===== src/rtl/fpu_escape_queue_if.sv =====
// CPU-to-FPU escape handshake bundle.
// slave is the queue; master is the CPU/FPU side.
interface fpu_escape_queue_if;
  logic       cpu_fpu_escape;
  logic [7:0] cpu_opcode;
  logic [7:0] cpu_modrm;
  logic       cpu_fwait;
  logic       cpu_ready;
  logic       fpu_instr_valid;
  logic [7:0] fpu_opcode;
  logic [7:0] fpu_modrm;
  logic       fpu_instr_ack;
  logic       fpu_busy;

  modport master (
    output cpu_fpu_escape,
    output cpu_opcode,
    output cpu_modrm,
    output cpu_fwait,
    output fpu_instr_ack,
    output fpu_busy,
    input  cpu_ready,
    input  fpu_instr_valid,
    input  fpu_opcode,
    input  fpu_modrm
  );

  modport slave (
    input  cpu_fpu_escape,
    input  cpu_opcode,
    input  cpu_modrm,
    input  cpu_fwait,
    input  fpu_instr_ack,
    input  fpu_busy,
    output cpu_ready,
    output fpu_instr_valid,
    output fpu_opcode,
    output fpu_modrm
  );
endinterface


===== src/rtl/fpu_escape_queue.sv =====
// Buffers ESC instructions and issues them in order to the FPU,
// with FWAIT stalls and a watchdog for a hung FPU.
module fpu_escape_queue #(
  parameter int DEPTH   = 4,
  parameter int TIMEOUT = 1024
) (
  input  logic                     clk,
  input  logic                     reset_n,
  fpu_escape_queue_if.slave        bus,
  input  logic                     clear_err,
  output logic [$clog2(DEPTH):0]   queue_level,
  output logic                     overflow,
  output logic                     timeout
);

  localparam int AW = $clog2(DEPTH);
  localparam int WW = $clog2(TIMEOUT);
  localparam logic [AW:0]   FULL_CNT = (AW+1)'(DEPTH);
  localparam logic [WW-1:0] WD_MAX   = WW'(TIMEOUT - 1);

  typedef enum logic [1:0] {
    IDLE,
    ISSUE,
    EXEC
  } state_t;

  state_t          state_q, state_d;
  logic [15:0]     mem [DEPTH];
  logic [AW-1:0]   wr_ptr, rd_ptr;
  logic [AW:0]     count;
  logic [WW-1:0]   wd;
  logic [7:0]      op_q, md_q;
  logic            full, empty;
  logic            push, pop;
  logic            wd_hit, ovf_set, tmo_set;

  assign full    = (count == FULL_CNT);
  assign empty   = (count == '0);
  assign push    = bus.cpu_fpu_escape && !full;
  assign ovf_set = bus.cpu_fpu_escape && full;
  assign wd_hit  = (wd == WD_MAX);

  always_comb begin
    state_d = state_q;
    pop     = 1'b0;
    tmo_set = 1'b0;
    unique case (state_q)
      IDLE: begin
        if (!empty) begin
          pop     = 1'b1;
          state_d = ISSUE;
        end
      end
      ISSUE: begin
        if (wd_hit) begin
          tmo_set = 1'b1;
          state_d = IDLE;
        end else if (bus.fpu_instr_ack) begin
          state_d = EXEC;
        end
      end
      EXEC: begin
        if (wd_hit) begin
          tmo_set = 1'b1;
          state_d = IDLE;
        end else if (!bus.fpu_busy) begin
          state_d = IDLE;
        end
      end
      default: state_d = IDLE;
    endcase
  end

  always_ff @(posedge clk or negedge reset_n) begin
    if (!reset_n) begin
      state_q <= IDLE;
      wr_ptr  <= '0;
      rd_ptr  <= '0;
      count   <= '0;
      wd      <= '0;
      op_q    <= 8'h00;
      md_q    <= 8'h00;
    end else begin
      state_q <= state_d;
      if (push) wr_ptr <= wr_ptr + 1'b1;
      if (pop) begin
        rd_ptr <= rd_ptr + 1'b1;
        op_q   <= mem[rd_ptr][15:8];
        md_q   <= mem[rd_ptr][7:0];
      end
      unique case ({push, pop})
        2'b10:   count <= count + 1'b1;
        2'b01:   count <= count - 1'b1;
        default: count <= count;
      endcase
      if (pop)                  wd <= '0;
      else if (state_q != IDLE) wd <= wd + 1'b1;
    end
  end

  // Storage needs no reset: pointers and count define what is valid.
  always_ff @(posedge clk) begin
    if (push) mem[wr_ptr] <= {bus.cpu_opcode, bus.cpu_modrm};
  end

  always_ff @(posedge clk or negedge reset_n) begin
    if (!reset_n) begin
      overflow <= 1'b0;
      timeout  <= 1'b0;
    end else begin
      if (ovf_set)        overflow <= 1'b1;
      else if (clear_err) overflow <= 1'b0;
      if (tmo_set)        timeout  <= 1'b1;
      else if (clear_err) timeout  <= 1'b0;
    end
  end

  assign queue_level         = count;
  assign bus.fpu_instr_valid = (state_q == ISSUE);
  assign bus.fpu_opcode      = op_q;
  assign bus.fpu_modrm       = md_q;
  assign bus.cpu_ready       = !full &&
    !(bus.cpu_fwait &&
      (!empty || state_q != IDLE || bus.fpu_busy));

endmodule


===== src/flat_wrapper.sv =====
// flat-port wrapper written by rule: the top's interface ports become plain ports
module fpu_escape_queue_flat 
#(
  parameter int DEPTH   = 4,
  parameter int TIMEOUT = 1024
)
  (clk, reset_n, clear_err, queue_level, overflow, timeout, bus_cpu_fpu_escape, bus_cpu_opcode, bus_cpu_modrm, bus_cpu_fwait, bus_fpu_instr_ack, bus_fpu_busy, bus_cpu_ready, bus_fpu_instr_valid, bus_fpu_opcode, bus_fpu_modrm);
  fpu_escape_queue_if bus_i ();
  input  logic clk;
  input  logic reset_n;
  input  logic clear_err;
  output logic [$clog2(DEPTH):0] queue_level;
  output logic overflow;
  output logic timeout;
  input wire logic [$bits(bus_i.cpu_fpu_escape)-1:0] bus_cpu_fpu_escape;
  input wire logic [$bits(bus_i.cpu_opcode)-1:0] bus_cpu_opcode;
  input wire logic [$bits(bus_i.cpu_modrm)-1:0] bus_cpu_modrm;
  input wire logic [$bits(bus_i.cpu_fwait)-1:0] bus_cpu_fwait;
  input wire logic [$bits(bus_i.fpu_instr_ack)-1:0] bus_fpu_instr_ack;
  input wire logic [$bits(bus_i.fpu_busy)-1:0] bus_fpu_busy;
  output wire logic [$bits(bus_i.cpu_ready)-1:0] bus_cpu_ready;
  output wire logic [$bits(bus_i.fpu_instr_valid)-1:0] bus_fpu_instr_valid;
  output wire logic [$bits(bus_i.fpu_opcode)-1:0] bus_fpu_opcode;
  output wire logic [$bits(bus_i.fpu_modrm)-1:0] bus_fpu_modrm;
  assign bus_i.cpu_fpu_escape = bus_cpu_fpu_escape;
  assign bus_i.cpu_opcode = bus_cpu_opcode;
  assign bus_i.cpu_modrm = bus_cpu_modrm;
  assign bus_i.cpu_fwait = bus_cpu_fwait;
  assign bus_i.fpu_instr_ack = bus_fpu_instr_ack;
  assign bus_i.fpu_busy = bus_fpu_busy;
  assign bus_cpu_ready = bus_i.cpu_ready;
  assign bus_fpu_instr_valid = bus_i.fpu_instr_valid;
  assign bus_fpu_opcode = bus_i.fpu_opcode;
  assign bus_fpu_modrm = bus_i.fpu_modrm;
  fpu_escape_queue #(.DEPTH(DEPTH), .TIMEOUT(TIMEOUT)) u_core (.clk(clk), .reset_n(reset_n), .bus(bus_i), .clear_err(clear_err), .queue_level(queue_level), .overflow(overflow), .timeout(timeout));
endmodule

===== config.mk =====
export PLATFORM = sky130hd
export DESIGN_NAME = fpu_escape_queue_flat
export DESIGN_NICKNAME = d
export VERILOG_FILES = /design/src/rtl/fpu_escape_queue_if.sv /design/src/rtl/fpu_escape_queue.sv /design/src/flat_wrapper.sv
export SDC_FILE = /design/constraint.sdc
export NUM_CORES = 1
export LEC_CHECK = 0
export ABC_AREA = 1
export BUFFER_PORTS_ARGS = -buffer_cell sky130_fd_sc_hd__buf_2
export CAP_MARGIN = 20
export CORE_ASPECT_RATIO = 0.6
export CORE_UTILIZATION = 52
export DETAILED_ROUTE_END_ITERATION = 8
export PLACE_DENSITY = 0.8
export SLEW_MARGIN = 30
export SYNTH_ARGS = -nofsm -noshare
export SYNTH_HDL_FRONTEND = slang
export SYNTH_SLANG_ARGS = --single-unit

===== constraint.sdc =====
create_clock -name clk -period 2.43 [get_ports clk]
set_input_delay 0.3645 -clock clk [delete_from_list [all_inputs] [get_ports clk]]
set_output_delay 0.3645 -clock clk [all_outputs]
set_load 0.05 [all_outputs]

Word-level counts from Yosys, hierarchy flattened:

Memory sizes are Yosys's and may differ from the RTL's. A register that Yosys moved wholly into a read port is not among the register bits.
Index checks and enable logic that the tools add are counted.
W data, S select, Z words.

* $add $sub $neg: 5
* multiply operators: 0
* div/mod/pow operators: 0
* order comparisons: 0
* equality and inequality tests: 9
* shift operators: 0
* mux-type cells: 18
* bitwise logic cells: 0
* reductions and logical operators: 19

Operator list (count)
* $mux W10: 2
* $add A10 B1 Y10 const B: 1
* $eq A10 B10 Y1 const B: 1
* $mux W2: 5
* $reduce_bool A2 Y1: 5
* $mux W1: 9
* $ne A3 B2 Y1 const B: 2
* $pmux W2 S3: 1
* $pmux W3 S2: 1
* $add A2 B1 Y2 const B: 2
* $eq A2 B1 Y1 const B: 2
* $eq A2 B2 Y1 const B: 2
* $logic_and A1 B1 Y1: 4
* $logic_not A1 Y1: 4
* $add A3 B1 Y3 const B: 1
* $eq A3 B3 Y1 const B: 1
* $logic_not A3 Y1: 1
* $reduce_and A3 Y1: 1
* $sub A3 B1 Y3 const B: 1
* $logic_not A2 Y1: 1
* $logic_or A1 B1 Y1: 2
* $ne A2 B2 Y1 const B: 1
* $reduce_or A2 Y1: 1

* register bits after elaboration: 21
* latch bits: 0
* bits in writable memories: 64
* ROM bits: 0
* bits of input ports: 23
* logic and storage cells: 59
* memories: 1

Memory list
* u_core.mem: words 4, bits a word 16, rd ports 1, clocked after Yosys merged registers in 1, write ports 1, RTL line fpu_escape_queue.sv:28 `logic [15:0] mem [DEPTH];`

Longest topological paths before layout:

* depth after elaboration: 7
* mapped depth: 12
* mapped depth without buffers: 10

Worst setup path before layout:

Ideal clock, no wire load.

* path type: register to output
* start point: reg u_core.count[1] (netlist: u_core.queue_level[1])
* end point: out bus_cpu_ready
* arrival: 2.026 ns
* slack: 0.040 ns
* cell stages (with the launch flop): 5
* buffers on the path: 0
* cell sequence: dfrtp_1 > nor2_2 > nand3_2 > or2_2 > a21oi_1

* word-level cells in the longest chain between the ends: 7
* elaborated cells between the ends (all ways): 9
* those cells by class: eq/ne (1); reduce/logical (8)

RTL lines
* start, declared: RTL line fpu_escape_queue.sv:30 `logic [AW:0] count;`
* start signal, assigned: RTL line fpu_escape_queue.sv:92 `2'b10: count <= count + 1'b1;`
* start signal, assigned: RTL line fpu_escape_queue.sv:93 `2'b01: count <= count - 1'b1;`
* start signal, assigned: RTL line fpu_escape_queue.sv:94 `default: count <= count;`
* $logic_not A3 Y1: RTL line fpu_escape_queue.sv:38 `assign empty = (count == '0);`
* $logic_not A1 Y1
* $logic_or A1 B1 Y1 (2 in a row): RTL line fpu_escape_queue.sv:124 `(!empty || state_q != IDLE || bus.fpu_busy));`
* $logic_and A1 B1 Y1: RTL line fpu_escape_queue.sv:123 `!(bus.cpu_fwait &&`
* $logic_not A1 Y1: RTL line fpu_escape_queue.sv:123
* $logic_and A1 B1 Y1 (*): RTL line fpu_escape_queue.sv:122 `assign bus.cpu_ready = !full &&`
* end, declared: RTL line flat_wrapper.sv:21 `output wire logic [$bits(bus_i.cpu_ready)-1:0] bus_cpu_ready;`

Every way passes the cells marked *; elsewhere a longest branch is shown, timed or not.

Final worst setup path:

* start point: reg u_core.state_q[0]
* end point: out bus_cpu_ready

* word-level cells in the longest chain between the ends: 6

RTL lines
* start, declared: RTL line fpu_escape_queue.sv:27 `state_t state_q, state_d;`
* start signal, assigned: RTL line fpu_escape_queue.sv:84 `state_q <= state_d;`
* $reduce_bool A2 Y1: RTL line fpu_escape_queue.sv:124
* $logic_or A1 B1 Y1 (2 in a row): RTL line fpu_escape_queue.sv:124
* $logic_and A1 B1 Y1: RTL line fpu_escape_queue.sv:123
* $logic_not A1 Y1: RTL line fpu_escape_queue.sv:123
* $logic_and A1 B1 Y1: RTL line fpu_escape_queue.sv:122

No other way between the ends.

==> metrics <==
later-pin clock latency in the skew report=approximately 340 ps; clock slew at reported path FFs=60 ps; detailed placer's ending HPWL=5.21 mm; Worst path max stage delay=400 ps; final hold vios=0; reg-to-reg endpoint=u_core.queue_level[2]; switching power=2.73 mW; Worst slew margin=0.419; buffers added on ports=45; Worst path slowest cell=dfrtp_1; max-slew violation count=0; GPL Wtd Cong=0.814; RSZ-0062 raised after global routing=no; H-tree levels=3; CP Launch Type=register; Synth top area share=0.458; detailed-route vias per instance=around 5.2; crit path cell chain=inv_1, ha_2, nand3_4, or2_2, a21oi_1, buf_4; FF-to-FF Start=u_core.state_q[0]; syn_area_per_cell=roughly 11 um2; Iteration-0 DRC Markers=between 200 and 250; core area=0.00754 mm2; ANT cells=0; die width=118 um; final setup violation count=0; Crit Path Max Fanout=9; Synth async-reset ratio=0.366; Pleak=1.95 nW; clock skew=5.86 ps; row cnt=24; die height=71.6 um; vias in the first global route=2678; clock power share=0.209; largest net degree at the start of global routing=38; All-Layer GR Usage=0.210; fin crit share=0.944; Max Freq=436 MHz; YS warnings=0; power share of the sequential group=0.394; count leader, synth=nor2_1; synthesized cell area=0.00420 mm2; clk sink count=~100; Routed Antenna Nets=0; Worst EP arrival=1930 ps; CP Class=reg -> out; switching share of power=0.411; Num CTS Buffers=9; Synth Net Count=410; Hold WC Path Type=in -> async; max-cap violation count=0; cts hold-fix bufs=0; leading area contributor after synthesis=edfxtp_1; CTS Root Cell=clkbuf_16; cell count after synthesis=~380; power per standard cell area=1370 mW/mm2; sequential cell area fraction in the yosys report=0.678; initial antenna violation count=0; Area Overhead vs Synth=15.3%; fill count=576; top cells by count, synth=nor2_1 (99), edfxtp_1 (64), o21ai_0 (39); min cycle time layout=2290 ps; die area=0.00845 mm2; Post-synth EDFFs=64; share of post-route cells with drive strength above 1=0.173; outcome=completed; maximum root-to-sink buffer count=2; placed inst area=approximately 0.0045 mm2; Post-CTS Setup Bufs=0; r2r setup slk=310 ps; per-cell routed wire length=14.8 um; Internal=3.91 mW; cells on worst reg2reg path=10; first-pass GRT wire length=about 13 mm; Slew @ Worst Pin=872 ps; final total power=roughly 6.6 mW; Synth area leaders=edfxtp_1 (46%), dfrtp_1 (22%), nor2_1 (8.8%); Post-Place Setup Slack=approximately 300 ps; Routed Wire Length=~8 mm; post-route cell area=0.00484 mm2; setup TNS=0 ps; CTS tree=built; CP Capture Type=output port; Comb pwr share=0.398; Top-Level Pins=46; GRT overflow=0; final worst-path setup slack=between 100 and 150 ps; DR pass1 iterations=5; Initial Util=0.557; DRC errors left=0; Max IR drop VDD=about 0.00064 V; final core occ=0.642; Yosys cell types=28; WP data required=2070 ps; delay-heaviest family, CP=simple AND/OR/NAND/NOR gates; Post-layout nets=463; Vias=between 2000 and 3000; ys flop type=edfxtp_1; FF+latch count, synth=101; CTS resizes=1; Buf/Inv on CP=2
cell type report:
| type | instances | area (um2) | area share |
|---|---|---|---|
| Multi-Input combinational cell | 232 | 1150 | 0.239 |
| Timing Repair Buffer | 56 | 310 | 0.0641 |
| Tap cell | 104 | 130 | 0.0269 |
| Clock inverter | 2 | 35.0 | 0.00724 |
| Sequential cell | 101 | 2850 | 0.588 |
| Inverter | 29 | 109 | 0.0225 |
| Clock buffer | 14 | 254 | 0.0525 |
worst max path at each step:
| stage | startpoint | end | slack (ps) | cells past startpoint |
|---|---|---|---|---|
| finish | u_core.state_q[0] | bus_cpu_ready | 140 | 6 |
| global route | u_core.state_q[0] | bus_cpu_ready | 10 | 6 |
| CTS | u_core.state_q[0] | bus_cpu_ready | 10 | 6 |
| detailed placement | u_core.state_q[0] | u_core.queue_level[2] | 300 | 10 |
| global placement | u_core.state_q[0] | u_core.queue_level[2] | 370 | 10 |
| floorplan | u_core.queue_level[1] | bus_cpu_ready | 40 | 4 |
worst register-to-register path, stage by stage, from the launching register on:
cell	delay, ps
dfrtp_1	400
inv_1	120
ha_2	280
inv_2	80
a21oi_2	140
ha_1	160
inv_1	60
fa_1	370
a21oi_1	140
o21ai_0	100
xor2_1	150
stage by stage:
stage | hold slack, ps | instances
finish | 139 | 538
global route | 191 | 538
CTS | 151 | 538
detailed placement | 497 | 522
global placement | 486 | 522
floorplan | 68.9 | 376
placed cells by master, fill, tap and decap left out:
cell        n
a21oi_1     7
a21oi_2     1
a31oi_1    16
buf_2      44
buf_4      12
bufinv_16   1
clkbuf_1    4
clkbuf_16   9
clkbuf_8    1
clkinv_2    1
dfrtp_1    37
edfxtp_1   64
fa_1        1
ha_1        9
ha_2        1
inv_1      27
inv_2       2
nand2_1    32
nand3_1     9
nand3_4     1
nand3b_1    1
nand4_1     2
nor2_1     99
nor2_2      1
nor3_1      4
o21a_1      1
o21ai_0    39
o21ai_1     2
or2_2       1
xnor2_1     2
xor2_1      3
logic make-up after synthesis:
family,Yosys count,share of synthesized area
AOI/OAI and AO/OA,66,0.0849
xor gates and xnor gates,5,0.0104
adders and majority gates,11,0.0346
buffers and inverters,43,0.0492
DFF,101,0.678
and+or+nand+nor,150,0.143
metal layers:
layer	routed length, um	global-route usage	vias up
li1	-	-	1376
met5	0	0	-
met4	51	0.0570	0
met1	3900	0.297	1349
met2	3620	0.310	63
met3	419	0.0756	6
sequential cells by signal, indices dropped and copies added (netlist names), 2 cells and up:
name                   flops
u_core.bus.fpu_modrm       8
u_core.bus.fpu_opcode      8
u_core.mem                64
u_core.queue_level         3
u_core.rd_ptr              2
u_core.state_q             2
u_core.wd                 10
u_core.wr_ptr              2
power by group through the flow:
stage | logic, mW | registers, mW | clock network, mW
2_1_floorplan | 1.57 | 3.11 | 0
3_3_place_gp | 2.53 | 2.63 | 0
3_5_place_dp | 2.61 | 2.65 | 0
4_1_cts | 2.64 | 2.62 | 1.41
5_1_grt | 2.94 | 2.67 | 1.49
6_report | 2.64 | 2.62 | 1.39
(Power assumes the default switching activity.)
